[src/rtl/param_datapath.sv]
// Two-stage (EX, WB) register-file datapath with forwarding: one instruction per cycle, result one edge after accept.
// A held result (out_valid && !out_ready) freezes EX and drops instr_ready.
module param_datapath #(
  parameter int WIDTH = 8,
  parameter int NREGS = 4,
  parameter int PC_W  = 8,
  localparam int RW   = $clog2(NREGS)
) (
  input  logic             clk,
  input  logic             rst,
  input  logic             instr_valid,
  output logic             instr_ready,
  input  logic [2:0]       instr_op,
  input  logic [RW-1:0]    instr_rd,
  input  logic [RW-1:0]    instr_rs,
  input  logic [WIDTH-1:0] data_in,
  output logic             out_valid,
  input  logic             out_ready,
  output logic [WIDTH-1:0] data_out,
  output logic             carry,
  output logic             zero,
  output logic [PC_W-1:0]  pc
);

  localparam logic [2:0] OP_ADD = 3'b000;
  localparam logic [2:0] OP_SUB = 3'b001;
  localparam logic [2:0] OP_AND = 3'b010;
  localparam logic [2:0] OP_OR  = 3'b011;
  localparam logic [2:0] OP_XOR = 3'b100;
  localparam logic [2:0] OP_LDI = 3'b101;
  localparam logic [2:0] OP_SHL = 3'b110;
  localparam logic [2:0] OP_ACC = 3'b111;

  logic [WIDTH-1:0] regs_q [NREGS];
  logic [WIDTH-1:0] regs_d [NREGS];
  logic [PC_W-1:0]  pc_q, pc_d;
  logic [WIDTH-1:0] dout_q, dout_d;
  logic             carry_q, carry_d;
  logic             zero_q, zero_d;
  logic             ov_q, ov_d;
  logic             e_valid_q, e_valid_d;
  logic [2:0]       e_op_q, e_op_d;
  logic [RW-1:0]    e_rd_q, e_rd_d;
  logic [WIDTH-1:0] e_a_q, e_a_d;
  logic [WIDTH-1:0] e_b_q, e_b_d;
  logic [WIDTH-1:0] e_i_q, e_i_d;

  logic [WIDTH-1:0] alu_res;
  logic             alu_c;
  logic [WIDTH:0]   alu_wide;
  logic             e_move;
  logic             accept;
  logic [WIDTH-1:0] fwd_a, fwd_b;

  always_comb begin
    alu_res  = '0;
    alu_c    = 1'b0;
    alu_wide = '0;
    case (e_op_q)
      OP_ADD: begin
        alu_wide = {1'b0, e_a_q} + {1'b0, e_b_q};
        alu_res  = alu_wide[WIDTH-1:0];
        alu_c    = alu_wide[WIDTH];
      end
      OP_SUB: begin
        // top bit of the widened difference is the borrow
        alu_wide = {1'b0, e_a_q} - {1'b0, e_b_q};
        alu_res  = alu_wide[WIDTH-1:0];
        alu_c    = alu_wide[WIDTH];
      end
      OP_AND: alu_res = e_a_q & e_b_q;
      OP_OR:  alu_res = e_a_q | e_b_q;
      OP_XOR: alu_res = e_a_q ^ e_b_q;
      OP_LDI: alu_res = e_i_q;
      OP_SHL: begin
        alu_res = {e_a_q[WIDTH-2:0], 1'b0};
        alu_c   = e_a_q[WIDTH-1];
      end
      OP_ACC: begin
        alu_wide = {1'b0, e_a_q} + {1'b0, e_i_q};
        alu_res  = alu_wide[WIDTH-1:0];
        alu_c    = alu_wide[WIDTH];
      end
      default: alu_res = '0;
    endcase
  end

  always_comb begin
    e_move      = e_valid_q && (!ov_q || out_ready);
    instr_ready = !rst && (!e_valid_q || e_move);
    accept      = instr_valid && instr_ready;
    fwd_a       = (e_valid_q && (e_rd_q == instr_rd)) ? alu_res : regs_q[instr_rd];
    fwd_b       = (e_valid_q && (e_rd_q == instr_rs)) ? alu_res : regs_q[instr_rs];
  end

  always_comb begin
    regs_d    = regs_q;
    pc_d      = pc_q;
    dout_d    = dout_q;
    carry_d   = carry_q;
    zero_d    = zero_q;
    ov_d      = ov_q;
    e_valid_d = e_valid_q;
    e_op_d    = e_op_q;
    e_rd_d    = e_rd_q;
    e_a_d     = e_a_q;
    e_b_d     = e_b_q;
    e_i_d     = e_i_q;

    if (e_move) begin
      regs_d[e_rd_q] = alu_res;
      dout_d         = alu_res;
      carry_d        = alu_c;
      zero_d         = (alu_res == '0);
      ov_d           = 1'b1;
    end else if (out_ready) begin
      ov_d = 1'b0;
    end

    if (accept) begin
      e_valid_d = 1'b1;
      e_op_d    = instr_op;
      e_rd_d    = instr_rd;
      e_a_d     = fwd_a;
      e_b_d     = fwd_b;
      e_i_d     = data_in;
      pc_d      = pc_q + PC_W'(1);
    end else if (e_move) begin
      e_valid_d = 1'b0;
    end
  end

  always_ff @(posedge clk) begin
    if (rst) begin
      for (int i = 0; i < NREGS; i++) regs_q[i] <= '0;
      pc_q      <= '0;
      dout_q    <= '0;
      carry_q   <= 1'b0;
      zero_q    <= 1'b0;
      ov_q      <= 1'b0;
      e_valid_q <= 1'b0;
      e_op_q    <= '0;
      e_rd_q    <= '0;
      e_a_q     <= '0;
      e_b_q     <= '0;
      e_i_q     <= '0;
    end else begin
      regs_q    <= regs_d;
      pc_q      <= pc_d;
      dout_q    <= dout_d;
      carry_q   <= carry_d;
      zero_q    <= zero_d;
      ov_q      <= ov_d;
      e_valid_q <= e_valid_d;
      e_op_q    <= e_op_d;
      e_rd_q    <= e_rd_d;
      e_a_q     <= e_a_d;
      e_b_q     <= e_b_d;
      e_i_q     <= e_i_d;
    end
  end

  assign out_valid = ov_q;
  assign data_out  = dout_q;
  assign carry     = carry_q;
  assign zero      = zero_q;
  assign pc        = pc_q;

endmodule

[config.mk]
export PLATFORM = sky130hd
export DESIGN_NAME = param_datapath
export DESIGN_NICKNAME = d
export VERILOG_FILES = /design/src/rtl/param_datapath.sv
export SDC_FILE = /design/constraint.sdc
export NUM_CORES = 1
export LEC_CHECK = 0
export CAP_MARGIN = 0
export CORE_ASPECT_RATIO = 0.5
export CORE_UTILIZATION = 54
export DETAILED_ROUTE_END_ITERATION = 7
export GPL_TIMING_DRIVEN = 1
export MAX_ROUTING_LAYER = met4
export PLACE_DENSITY = 0.89
export SYNTH_ARGS = -nofsm -noshare
export SYNTH_HDL_FRONTEND = slang
export SYNTH_SLANG_ARGS = --single-unit
[constraint.sdc]
create_clock -name clk -period 2.6 [get_ports clk]
set_input_delay 0.52 -clock clk [delete_from_list [all_inputs] [get_ports clk]]
set_output_delay 0.52 -clock clk [all_outputs]
set_load 0.005 [all_outputs]
---- After elaboration in Yosys (flattened, before gate mapping) ----
Index checks and enable logic that the tools add are counted.
operators by class
  bitwise gates (word level) .............. 6
  $lt $le $gt $ge ......................... 4
  multiplexer cells ....................... 17
  add/subtract/negate cells ............... 4
  equal/unequal tests ..................... 9
  reduce and logical (&&, ||, !) cells .... 15
operators with widths
  operator                                                                count
  8-bit case mux with 8 select lines                                      1
  8-bit two-way mux                                                       7
  8-bit binary-select mux with 2-bit select                               2
  32-bit bitwise mux                                                      1
  8-bit by 8-bit adder with 9-bit output                                  2
  8-bit demux with 2-bit select                                           1
  3-bit equality test (second input constant)                             4
  3-bit greater-or-equal comparator (second input constant)               3
  2-bit NOT with 3-bit output                                             3
  8-bit by 8-bit subtractor with 9-bit output                             1
  8-bit by 1-bit adder with 8-bit output (second input constant)          1
  8-bit bitwise AND                                                       1
  8-bit zero test                                                         1
  8-bit OR                                                                1
  8-bit bitwise XOR                                                       1
  3-bit by 2-bit equality test with 1-bit output (second input constant)  2
  1-bit logical AND                                                       6
  2-bit equality test                                                     2
  1-bit two-way mux                                                       4
  1-bit case mux with 4 select lines                                      1
  2-bit nonzero test                                                      2
  3-bit by 1-bit equality test with 1-bit output (second input constant)  1
  1-bit zero test                                                         3
  3-bit zero test                                                         1
  other kinds (2)                                                         3
storage, ports and cells
  register bits after elaboration ......... 81
  bits of input ports ..................... 19
  logic and storage cells ................. 70
  output and inout bits ................... 20

---- Logic depth before layout (Yosys ltp) ----
  depth in word-level cells ............... 7
  gate-level depth with buffers ........... 10
  gate-level depth less buffers ........... 10

---- Worst setup path before layout ----
No wires, ideal clock.
  path kind ............................... register to register
  from .................................... reg e_a_q[1]
  to ...................................... reg zero_q, in the netlist zero
  setup time .............................. 0.059 ns
  period minus slack after synthesis ...... 2.793 ns
  stages on the path, launching flop included .. 10
  arrival time ............................ 2.734 ns
  data required time ...................... 2.541 ns
  buffers on the path ..................... 0
  path slack .............................. -0.193 ns
  cells stage by stage .................... dfxtp_1 inv_1 fa_1 or2_1 a221oi_1 mux2i_1 a21oi_1 o32a_1 nor4_1 a31o_1
on the way
  word-level cells in the longest chain between the ends .. 3
  elaborated cells on any way between the ends .. 8
  those cells by class .................... add/sub (3); mux (1); bitwise (3); reduce/logical (1)
RTL lines
  element                                                         RTL line  text
  start, declared                                                 44        logic [WIDTH-1:0] e_a_q, e_a_d;
  start signal, assigned                                          144       e_a_q <= '0;
  start signal, assigned                                          157       e_a_q <= e_a_d;
  8-bit by 8-bit adder with 9-bit output (tied with other cells)  80        alu_wide = {1'b0, e_a_q} + {1'b0, e_i_q};
  8-bit case mux with 8 select lines *                            59        case (e_op_q)
  8-bit zero test *                                               114       zero_d = (alu_res == '0);
  end signal, assigned                                            152       zero_q <= zero_d;
  end, declared                                                   39        logic zero_q, zero_d;
Mark *: on every way between the ends. The rest lies on a longest branch, timed or not.
A chain may end at the register's enable or synchronous reset.

---- Worst setup path after layout ----
  from .................................... reg e_a_q[0]
  to ...................................... reg e_a_q[6]
on the way
  word-level cells in the longest chain between the ends .. 3
  elaborated cells on any way between the ends .. 5
  those cells by class .................... add/sub (3); mux (2)
RTL lines
  element                                                         RTL line  text
  8-bit by 8-bit adder with 9-bit output (tied with other cells)  80
  8-bit case mux with 8 select lines *                            59
  8-bit two-way mux *                                             92        fwd_a = (e_valid_q && (e_rd_q == instr_rd)) ? alu_res : regs_q[instr_rd];
Marked as above.

==> flow_metrics.tcl <==
set metrics [dict create \
    status "complete, but fails checks" \
    violations "negative setup slack" \
    max_clock_freq_ghz 0.363 \
    dieWidth_um 140 \
    cts.clk_slew.worst_paths_ps 70 \
    place_hpwl_mm 10.4 \
    via_per_inst 6.73 \
    dr.pass1.iters 7 \
    layout-drive-gt1-share 0.211 \
    netlist.area_leader.share 0.314 \
    tns_ps -361 \
    drc 0 \
    io_pins 39 \
    grt_util_all_layers 0.342 \
    cts-root-buf "clkbuf_16" \
    skew_ps 5.84 \
    final.setup.worst_slack_ps -154 \
    synth_largest_area_cell "dfxtp_1" \
    leakagePower_nw 2.56 \
    rsz0062_at_grt "yes" \
    avgSynthCellArea_um2 8.54 \
    cp.required_ps 2790 \
    worstHoldPathType "reg -> reg" \
    synthFlopType "dfxtp_1" \
    path_max_fanout 8 \
    die_area_mm2 0.00998 \
    h-tree-depth 3 \
    initialDrtViolationCount 784 \
    grt_max_degree 83 \
    ys_ff_latch 81 \
    clockBufferDepth 2 \
    synth_edf_count 0 \
    rows 24 \
    antenna_found_initial 0 \
    utilization 0.736 \
    hold-worst-slack_ps 480 \
    synth_nets 660 \
    slew_violations 0 \
    layout_min_cycle_time_ps 2750 \
    routabilityCongestion 1.05 \
    crit_path_start_kind "flop" \
    yosysWarningCount 0 \
    ys_seq_area_frac 0.314 \
    worstMarginPinSlew_ps 834 \
    vdd_drop_max_mv 0.364 \
    crit_type "reg -> reg" \
    wirelength_mm 17.3 \
    maxCapViolCount 0 \
    synth.distinct_cells 61 \
    routedWlPerCell_um 21.9 \
    cts_tree "done" \
    cts_made_buffers 9 \
    cts_num_sinks 81 \
    grt_pass1_vias 4768 \
    clk_latency_ps 340 \
    area_growth_pct 28.1 \
    finalSetupViolations 7 \
    overflow 0 \
    detail-route-antenna-nets 0 \
    hold_viol 0 \
    syn_area_mm2 0.00516 \
    synthTopCellsByArea "dfxtp_1 (31%), ha_1 (8.0%), mux4_2 (7.4%), nor2_1 (5.6%), mux2i_1 (5.0%)" \
    power.density_mw_per_mm2 542 \
    synthCells 605 \
    start_util 0.575 \
    port-buffer-count 38 \
    arrival_ps 2940 \
    fin_crit_sh 1.06 \
    grt_pass1_wl_mm 25.4 \
    core-area_mm2 0.00898 \
    num_antenna_cells 0 \
    nNetsFinal 725 \
    die_h_um 71.1 \
    maxSlewHeadroom 0.444 \
    async_reset_ff_frac 0 \
    vias 5325 \
    cp-end-kind "flop" \
]
## cells in the mapped netlist (8+ instances only)
| cell | n |
|---|---|
| ha_1 | 33 |
| o21ai_1 | 9 |
| a21oi_1 | 31 |
| nand3_1 | 14 |
| nand3b_1 | 14 |
| a211oi_1 | 32 |
| mux4_2 | 17 |
| nand2_1 | 53 |
| nor2_1 | 77 |
| or3_1 | 8 |
| inv_1 | 27 |
| dfxtp_1 | 81 |
| nor2b_1 | 8 |
| o21ai_0 | 16 |
| clkbuf_1 | 33 |
| xnor2_1 | 11 |
| mux2i_1 | 26 |
| nor3_1 | 12 |
## critical path, cell delays in order, from the launching register on
cell and delay (ps):
dfxtp_2 330, buf_4 150, ha_4 170, fa_2 430
nand3_2 110, a21boi_2 70, o21ai_2 190, mux2_4 320
o32a_4 430, mux2i_1 270, a211oi_2 130
## path summary, 6_finish.rpt
check,startpoint,to,slack (ps),cells past startpoint
worst max-delay path,e_a_q[0],e_a_q[6],-150,10
worst min-delay path,data_out[3],data_out[3],480,2
worst max register to register,e_a_q[0],e_a_q[6],-150,10
worst min register to register,data_out[3],data_out[3],480,2
## registers in the layout, indices dropped and copies added (netlist names)
name,cells
data_out,8
out_valid,1
e_rd_q,2
regs_q,32
carry,1
e_i_q,8
e_a_q,8
zero,1
e_valid_q,1
e_op_q,3
e_b_q,8
pc,8
## cell type report
cell class / instances / area [um2]
repair buffers: 98 / 878
clock buffers: 9 / 225
inverters: 27 / 101
flip-flops and latches: 81 / 1630
clock inverters: 6 / 91.3
well taps: 117 / 146
multi-input cells: 453 / 3540
fillers: 554 / 2370
## per-stage QoR
| step | area, um2 | power, W | worst slack (ps) | instances |
|---|---|---|---|---|
| finish | 6610 | 0.00358 | -154 | 791 |
| CTS | 6340 | 0.00347 | 8.72 | 787 |
| floorplan | 5170 | 0.00178 | 14.3 | 605 |
| global placement | 5940 | 0.00202 | -85.1 | 770 |
| global route | 6610 | 0.00367 | -183 | 791 |
| detailed placement | 5940 | 0.00205 | -156 | 770 |
## repair_timing
action | in CTS | in global routing
hold buffers | 0 | 0
buffers inserted | 2 | 5
gates resized for setup | 14 | 48
endpoints found under the setup margin | 20 | 38
pin swaps | 4 | 22
## layer usage
metal / track usage / share of wire / vias to the layer above
li1: - / - / 2306
met1: 0.433 / 0.40 / 2521
met2: 0.513 / 0.45 / 416
met3: 0.0934 / 0.11 / 82
met4: 0.153 / 0.045 / 0
met5: - / 0 / -
## placed cells by master, fill, tap and decap left out, drive strengths merged, types with 4 or more instances in the layout
cell	count
buf	61
nand2b	4
dfxtp	81
and3	7
mux2i	26
xnor2	11
nor3	12
nor2	77
o21ai	25
xor2	6
nand2	53
nand3	14
ha	33
a211oi	32
nand3b	14
a21oi	31
o22ai	4
a221oi	6
clkdlybuf4s50	37
or3	8
clkbuf	9
mux4	17
o31ai	6
nor2b	8
inv	29
## report_power, final
group | switching, W | internal [W] | leakage [nW]
combinational | 0.000450 | 0.000370 | 1.74
sequential | 0.0000621 | 0.00130 | 0.663
clock | 0.000561 | 0.000844 | 0.156
total | 0.00107 | 0.00251 | 2.56
## logic make-up (layout without fill, tap and decap cells)
group	Yosys count	in the layout	synth area share
adders and majority gates	36	36	0.0916
AOI/OAI and AO/OA	137	137	0.179
muxes	46	46	0.131
DFF	81	81	0.314
buffers and inverters	71	140	0.0543
and+or+nand+nor	217	217	0.201
xor gates and xnor gates	17	17	0.0288
Power figures use the tool's default switching activity.
